## config.mk

```make
export PLATFORM = sky130hd
export DESIGN_NAME = cordic_nco_seq_flat
export DESIGN_NICKNAME = d
export VERILOG_FILES = /design/src/rtl/cordic_pkg.sv /design/src/rtl/cordic_nco_seq_if.sv /design/src/rtl/cordic_quad_fold.sv /design/src/rtl/cordic_nco_seq.sv /design/src/flat_wrapper.sv
export SDC_FILE = /design/constraint.sdc
export NUM_CORES = 1
export LEC_CHECK = 0
export CAP_MARGIN = 15
export CELL_PAD_IN_SITES_DETAIL_PLACEMENT = 2
export CELL_PAD_IN_SITES_GLOBAL_PLACEMENT = 2
export CORE_MARGIN = 8
export CORE_UTILIZATION = 24
export CTS_CLUSTER_DIAMETER = 80
export CTS_CLUSTER_SIZE = 25
export DETAILED_ROUTE_END_ITERATION = 7
export GPL_TIMING_DRIVEN = 0
export PLACE_DENSITY = 0.83
export SLEW_MARGIN = 20
export SYNTH_ARGS = -nofsm -noshare
export SYNTH_HDL_FRONTEND = slang
export SYNTH_SLANG_ARGS = --single-unit
```

## constraint.sdc

```tcl
create_clock -name clk -period 2.4 [get_ports clk]
set_input_delay 0.48 -clock clk [delete_from_list [all_inputs] [get_ports clk]]
set_output_delay 0.48 -clock clk [all_outputs]
set_load 0.02 [all_outputs]
```

## src/rtl/cordic_pkg.sv

```systemverilog
// Shared definitions for the CORDIC NCO sequencer: data width, binary-angle
// constants, sequencer state encoding and a saturating negate.
package cordic_pkg;

  localparam int unsigned W = 18;

  // Binary angle: 2^W represents 360 degrees.
  localparam logic [W-1:0] ANG_90  = W'(1) << (W - 2);
  localparam logic [W-1:0] ANG_180 = W'(1) << (W - 1);

  localparam logic [W-1:0] POS_MAX = {1'b0, {(W-1){1'b1}}};

  typedef enum logic [1:0] {
    IDLE    = 2'd0,
    LAUNCH  = 2'd1,
    WAIT    = 2'd2,
    CAPTURE = 2'd3
  } seq_state_e;

  // Two's complement negate; the most negative value maps to the most positive.
  function automatic logic [W-1:0] sat_neg(input logic [W-1:0] x);
    logic [W-1:0] r;
    if (x == ANG_180) begin
      r = POS_MAX;
    end else begin
      r = ~x + W'(1);
    end
    return r;
  endfunction

endpackage

```

## src/rtl/cordic_nco_seq_if.sv

```systemverilog
// Start/done handshake and operand/result bus between the sequencer and cordic_top.
interface cordic_nco_seq_if;
  import cordic_pkg::*;

  logic         cordic_start;
  logic [W-1:0] cordic_x0;
  logic [W-1:0] cordic_y0;
  logic [W-1:0] cordic_z0;
  logic         cordic_done;
  logic [W-1:0] cordic_xn;
  logic [W-1:0] cordic_yn;

  modport master (
    output cordic_start, cordic_x0, cordic_y0, cordic_z0,
    input  cordic_done,  cordic_xn, cordic_yn
  );

  modport slave (
    input  cordic_start, cordic_x0, cordic_y0, cordic_z0,
    output cordic_done,  cordic_xn, cordic_yn
  );

endinterface

```

## src/rtl/cordic_quad_fold.sv

```systemverilog
// Folds a full-circle binary angle into the +/-90 degree CORDIC convergence
// range; neg_o flags that the rotated result must be negated.
module cordic_quad_fold
  import cordic_pkg::*;
(
  input  logic [W-1:0] acc_i,
  output logic [W-1:0] z0_o,
  output logic         neg_o
);

  // Quadrants 01 and 10 lie outside +/-90; shifting by 180 brings them back in.
  always_comb begin
    neg_o = acc_i[W-1] ^ acc_i[W-2];
    z0_o  = neg_o ? (acc_i ^ ANG_180) : acc_i;
  end

endmodule

```

## src/rtl/cordic_nco_seq.sv

```systemverilog
// Sample-rate sequencer: advances a phase accumulator every DIV clocks, launches
// one CORDIC rotation per tick and returns a quadrant-corrected cos/sin pair.
module cordic_nco_seq
  import cordic_pkg::*;
#(
  parameter int unsigned DIV     = 64,
  parameter int unsigned TIMEOUT = 255
) (
  input  logic                    clk,
  input  logic                    rst,
  input  logic                    en,
  input  logic [W-1:0]            phase_inc,
  input  logic [W-1:0]            amp,
  cordic_nco_seq_if.master        cordic,
  output logic [W-1:0]            cos_out,
  output logic [W-1:0]            sin_out,
  output logic                    out_valid,
  output logic                    busy,
  output logic                    overrun,
  output logic                    timeout_err
);

  localparam int unsigned CNT_W  = (DIV > 1) ? $clog2(DIV) : 1;
  localparam int unsigned WCNT_W = (TIMEOUT > 1) ? $clog2(TIMEOUT + 1) : 1;
  localparam logic [CNT_W-1:0]  CNT_MAX  = CNT_W'(DIV - 1);
  localparam logic [WCNT_W-1:0] WCNT_MAX = WCNT_W'(TIMEOUT - 1);

  seq_state_e        state_q;
  logic [CNT_W-1:0]  cnt_q;
  logic [CNT_W-1:0]  cnt_d;
  logic [WCNT_W-1:0] wcnt_q;
  logic [W-1:0]      acc_q;
  logic [W-1:0]      acc_d;
  logic [W-1:0]      x0_q;
  logic [W-1:0]      z0_q;
  logic              neg_q;
  logic              start_q;
  logic [W-1:0]      cos_q;
  logic [W-1:0]      sin_q;
  logic              valid_q;
  logic              busy_q;
  logic              overrun_q;
  logic              timeout_q;

  logic              tick_c;
  logic [W-1:0]      fold_z0_c;
  logic              fold_neg_c;

  cordic_quad_fold u_fold (
    .acc_i (acc_q),
    .z0_o  (fold_z0_c),
    .neg_o (fold_neg_c)
  );

  always_comb begin
    tick_c = en && (cnt_q == CNT_MAX);
    cnt_d  = (cnt_q == CNT_MAX) ? '0 : cnt_q + CNT_W'(1);
    acc_d  = acc_q + phase_inc;
  end

  // Divider, accumulator and sequencer FSM; reset wins over any in-flight rotation.
  always_ff @(posedge clk) begin
    if (!rst) begin
      state_q   <= IDLE;
      cnt_q     <= '0;
      wcnt_q    <= '0;
      acc_q     <= '0;
      x0_q      <= '0;
      z0_q      <= '0;
      neg_q     <= 1'b0;
      start_q   <= 1'b0;
      cos_q     <= '0;
      sin_q     <= '0;
      valid_q   <= 1'b0;
      busy_q    <= 1'b0;
      overrun_q <= 1'b0;
      timeout_q <= 1'b0;
    end else begin
      start_q <= 1'b0;
      valid_q <= 1'b0;

      if (en) begin
        cnt_q <= cnt_d;
      end
      // The phase advances on every tick, dropped or not, to keep frequency exact.
      if (tick_c) begin
        acc_q <= acc_d;
      end
      if (tick_c && (state_q != IDLE)) begin
        overrun_q <= 1'b1;
      end

      unique case (state_q)
        IDLE: begin
          if (tick_c) begin
            x0_q    <= amp;
            z0_q    <= fold_z0_c;
            neg_q   <= fold_neg_c;
            start_q <= 1'b1;
            busy_q  <= 1'b1;
            state_q <= LAUNCH;
          end
        end
        LAUNCH: begin
          wcnt_q  <= '0;
          state_q <= WAIT;
        end
        WAIT: begin
          if (cordic.cordic_done) begin
            cos_q   <= neg_q ? sat_neg(cordic.cordic_xn) : cordic.cordic_xn;
            sin_q   <= neg_q ? sat_neg(cordic.cordic_yn) : cordic.cordic_yn;
            valid_q <= 1'b1;
            state_q <= CAPTURE;
          end else if (wcnt_q == WCNT_MAX) begin
            timeout_q <= 1'b1;
            busy_q    <= 1'b0;
            state_q   <= IDLE;
          end else begin
            wcnt_q <= wcnt_q + WCNT_W'(1);
          end
        end
        CAPTURE: begin
          busy_q  <= 1'b0;
          state_q <= IDLE;
        end
        default: begin
          busy_q  <= 1'b0;
          state_q <= IDLE;
        end
      endcase
    end
  end

  assign cordic.cordic_start = start_q;
  assign cordic.cordic_x0    = x0_q;
  assign cordic.cordic_y0    = '0;
  assign cordic.cordic_z0    = z0_q;

  assign cos_out     = cos_q;
  assign sin_out     = sin_q;
  assign out_valid   = valid_q;
  assign busy        = busy_q;
  assign overrun     = overrun_q;
  assign timeout_err = timeout_q;

endmodule

```

## src/flat_wrapper.sv

```systemverilog
// flat-port wrapper written by rule: the top's interface ports become plain ports
module cordic_nco_seq_flat import cordic_pkg::*;
#(
  parameter int unsigned DIV     = 64,
  parameter int unsigned TIMEOUT = 255
)
  (clk, rst, en, phase_inc, amp, cos_out, sin_out, out_valid, busy, overrun, timeout_err, cordic_cordic_start, cordic_cordic_x0, cordic_cordic_y0, cordic_cordic_z0, cordic_cordic_done, cordic_cordic_xn, cordic_cordic_yn);
  cordic_nco_seq_if cordic_i ();
  input  logic clk;
  input  logic rst;
  input  logic en;
  input  logic [W-1:0] phase_inc;
  input  logic [W-1:0] amp;
  output logic [W-1:0] cos_out;
  output logic [W-1:0] sin_out;
  output logic out_valid;
  output logic busy;
  output logic overrun;
  output logic timeout_err;
  output wire logic [$bits(cordic_i.cordic_start)-1:0] cordic_cordic_start;
  output wire logic [$bits(cordic_i.cordic_x0)-1:0] cordic_cordic_x0;
  output wire logic [$bits(cordic_i.cordic_y0)-1:0] cordic_cordic_y0;
  output wire logic [$bits(cordic_i.cordic_z0)-1:0] cordic_cordic_z0;
  input wire logic [$bits(cordic_i.cordic_done)-1:0] cordic_cordic_done;
  input wire logic [$bits(cordic_i.cordic_xn)-1:0] cordic_cordic_xn;
  input wire logic [$bits(cordic_i.cordic_yn)-1:0] cordic_cordic_yn;
  assign cordic_cordic_start = cordic_i.cordic_start;
  assign cordic_cordic_x0 = cordic_i.cordic_x0;
  assign cordic_cordic_y0 = cordic_i.cordic_y0;
  assign cordic_cordic_z0 = cordic_i.cordic_z0;
  assign cordic_i.cordic_done = cordic_cordic_done;
  assign cordic_i.cordic_xn = cordic_cordic_xn;
  assign cordic_i.cordic_yn = cordic_cordic_yn;
  cordic_nco_seq #(.DIV(DIV), .TIMEOUT(TIMEOUT)) u_core (.clk(clk), .rst(rst), .en(en), .phase_inc(phase_inc), .amp(amp), .cordic(cordic_i), .cos_out(cos_out), .sin_out(sin_out), .out_valid(out_valid), .busy(busy), .overrun(overrun), .timeout_err(timeout_err));
endmodule
```

==> impl_metrics.toml <==
[run_status]
outcome = "finished, final reports clean"

[critical_path]
crit_type = "in -> reg"
start_kind = "input port"
arrival_ns = 2.66
critPathRequiredTime_ns = 2.70
r2r_slack_ns = 0.14
end_kind = "flop"
cp_max_fo = 6

[die]
rows = 56
fp.dieW_um = 170
initial_core_util = 0.243
pin_count = 171
core-area_sq_um = 23400
die-height_um = 170
dieArea_sq_um = 28900

[timing]
slew_headroom = 0.497
setup_viol = 0
fin_worst_skew_ns = 0.0101
hold_ws_ns = 0.418
post-route-min-period_ns = 2.36
tightest_slew_ns = 0.755
rsz0062_at_grt = "true"
period_share = 0.983
report.final.hold_viol_count = 0
drv_slew = 0
setup_tns_ns = 0
fmax_mhz = 424

[global_routing]
grt.met1_usage = 0.177
grt.total_usage = 0.163
antenna_found_initial = 0
grt_max_degree = 20
grt.busiest_layer = "met2"
met3_usage = 0.0612
grt_pass1_vias = 6739
grt_util_met2 = 0.291
overflow = 0
grt_pass1_wl_mm = 36.9

[synthesis]
yosysTopAreaCell = "dfxtp_1"
seq_area_frac_synth = 0.394
synth_cell_types = 53
synth_top_family_by_area = "compound AO/OA/AOI/OAI gates"
synth_cells = 710
synthArstFlopShare = 0
synth_area_sq_um = 5690
synthAdderAreaFrac = 0.0519
synthFlopType = "dfxtp_1"
muxShareOfSynthArea = 0.0105
synth_seq_cells = 112
synth_compound_area_frac = 0.209
synthTopCellsByArea = "dfxtp_1 39%, a21oi_1 8.4%, nand2_1 8.2%"
synth_edf_count = 0
postSynthAreaPerCell_sq_um = 8.02
netlist.area_leader.share = 0.394
synth_xor_area_frac = 0.0692
synthSimpleGateAreaFrac = 0.205
ys.warnings.count = 0

[drt]
postRouteAntennaNets = 0
drt_wl_total_mm = 23.9
viasPerCell = 4.82
initialDrtViolationCount = 200
drc = 0
wl_per_cell_um = 19.5
firstDrtPassIters = 4
vias = 5908

[flow_run]
max-cap-violations = 0

[pwr]
combPwrFrac = 0.094
ir_drop_uv = 341
p_leak_uw = 0.00296
clockPowerShare = 0.441
power.density_nw_per_um2 = 477
p_int_uw = 3000
netSwitchingPower_uw = 998
p_seq_frac = 0.465
swShare = 0.249

[cells_and_area]
post_route_cells_drive_above_1_share = 0.132
fill_cells = 2697
multi_input_area_sq_um = 3400
area.sequential_sq_um = 2240
syn_to_final_growth_pct = 47.3
insertedDiodeCount = 0
fin_nets = 1001

[clock_network]
cts_tree = "done"
cts_inserted_buffers = 9
cts_max_level = 3
holdBufCountCts = 0
clockBufferDepth = 2
clock-root-buffer = "clkbuf_16"
clk_latency_ns = 0.37
clkSinkCount = 112
clkTransAtPathRegs_ns = 0.08

[worst_hold_path]
hold_class = "in -> reg"

[place]
gp_congestion = 0.806
port_buffers = 152
dp.final_hpwl_mm = 17.5
==> sequential cells by signal, summed over array words and instances, names as in the netlist <==
signal	count
u_core.wcnt_q	8
u_core.busy	1
u_core.out_valid	1
u_core.cnt_q	6
u_core.state_q	2
u_core.cos_out	18
u_core.overrun	1
u_core.sin_out	18
u_core.cordic.cordic_z0	18
u_core.timeout_err	1
u_core.cordic.cordic_start	1
u_core.acc_q	18
u_core.neg_q	1
u_core.cordic.cordic_x0	18
==> logic make-up (layout without fill, tap and decap cells) <==
| group | after synthesis | count (layout) |
|---|---|---|
| AO/OA/AOI/OAI | 209 | 209 |
| flip-flops | 112 | 112 |
| multiplexers | 6 | 6 |
| adder cells (fa/ha/maj) | 23 | 23 |
| AND/OR/NAND/NOR | 246 | 246 |
| XOR/XNOR | 45 | 45 |
| other | 1 | 18 |
| buffers and inverters | 68 | 248 |
==> power groups by stage <==
| stage | Clock (uW) | Combinational [uW] | Sequential (uW) |
|---|---|---|---|
| 6_report | 1760 | 375 | 1860 |
| 5_1_grt | 1900 | 403 | 1860 |
| 4_1_cts | 1820 | 364 | 1860 |
| 3_5_place_dp | 0 | 359 | 1910 |
| 3_3_place_gp | 0 | 351 | 1910 |
| 2_1_floorplan | 0 | 156 | 1910 |
==> final timing paths <==
kind	from	to	cells after the start
max	cordic_cordic_yn[5]	u_core.sin_out[16]$_SDFFE_PN0P_	9
min	cordic_cordic_xn[5]	u_core.cos_out[5]$_SDFFE_PN0P_	3
min reg2reg	u_core.cordic.cordic_x0[12]$_SDFFE_PN0P_	u_core.cordic.cordic_x0[12]$_SDFFE_PN0P_	2
max reg2reg	u_core.acc_q[0]$_SDFFE_PN0P_	u_core.acc_q[14]$_SDFFE_PN0P_	9
==> synth_stat cells, types with 2 or more instances <==
library cell and instances:
mux2i_1 6, o21a_1 2, nor2b_1 7, nor2_1 33
o31a_1 2, nor3_1 10, o31ai_1 9, and3_1 4
ha_1 22, buf_4 18, nor4_1 2, a211oi_1 5
or3_1 15, buf_2 2, inv_1 11, nand3_1 19
xnor2_1 12, o41ai_1 5, nor4_4 2, o21ai_0 64
nand4_1 7, buf_6 2, a21o_1 4, a41oi_1 2
nand2_1 124, o211ai_1 6, a21oi_1 95, dfxtp_1 112
nand3b_1 2, and4_1 2, xor2_1 33, nand2b_1 8
a31oi_1 8, and2_1 3, clkbuf_1 34
==> placed cells by master (no fill, tap or decap), drive strengths merged, types with 3 or more instances in the layout <==
cell type      Yosys  layout
nor2b              7       7
and3               4       4
ha                22      22
nor3              10      10
nor2              33      33
nand3             19      19
a211oi             5       5
nand2            124     124
a21o               4       4
o31ai              9       9
inv               11      13
dfxtp            112     112
a21oi             96      96
clkbuf            34      42
o41ai              5       5
nor4               4       4
dlygate4sd2        0       4
mux2i              6       6
a41oi              3       3
buf               23      45
o211ai             6       6
xor2              33      33
nand4              7       7
xnor2             12      12
o21ai             64      64
and2               3       3
clkdlybuf4s50      0     139
or3               16      16
conb               1      18
a31oi              8       8
nand2b             8       8
==> area by class of cell <==
type	count	share of cell area
timing repair buffer	170	0.198
clock buffer	10	0.0285
buffer	51	0.0361
clock inverter	6	0.0121
multi-input combinational	547	0.405
tap	319	0.0476
sequential	112	0.267
inverter	11	0.00492
==> stage by stage <==
step	instances	power (uW)	setup slack [ns]	instance area, sq um	util
4_1_cts	1224	4050	0.00156	8290	0.354
5_1_grt	1226	4160	-0.0576	8390	0.358
3_3_place_gp	1198	2260	-1.10	7690	0.329
3_5_place_dp	1198	2270	-0.933	7700	0.329
6_report	1226	4000	0.0396	8390	0.358
2_1_floorplan	727	2060	-0.0271	5770	-
==> metal layers <==
metal,vias up,part of all wire
li1,2822,-
met1,2907,0.42
met2,152,0.49
met3,27,0.075
met4,0,0.015
met5,-,0
==> critical path, stage by stage <==
cell and delay (ns):
buf_8 0.10, or4_4 0.52, or3_4 0.40, buf_6 0.14
nor4_4 0.19, buf_4 0.18, nand3_2 0.07, a2111o_1 0.44
a21oi_2 0.12
==> timing repair <==
action	4_1_cts	5_1_grt
pin swaps	15	8
buffers inserted	13	4
gates resized for setup	62	41
gates cloned	1	0
setup endpoints to repair	87	72
No activity file was read; power rests on OpenSTA's default activity.
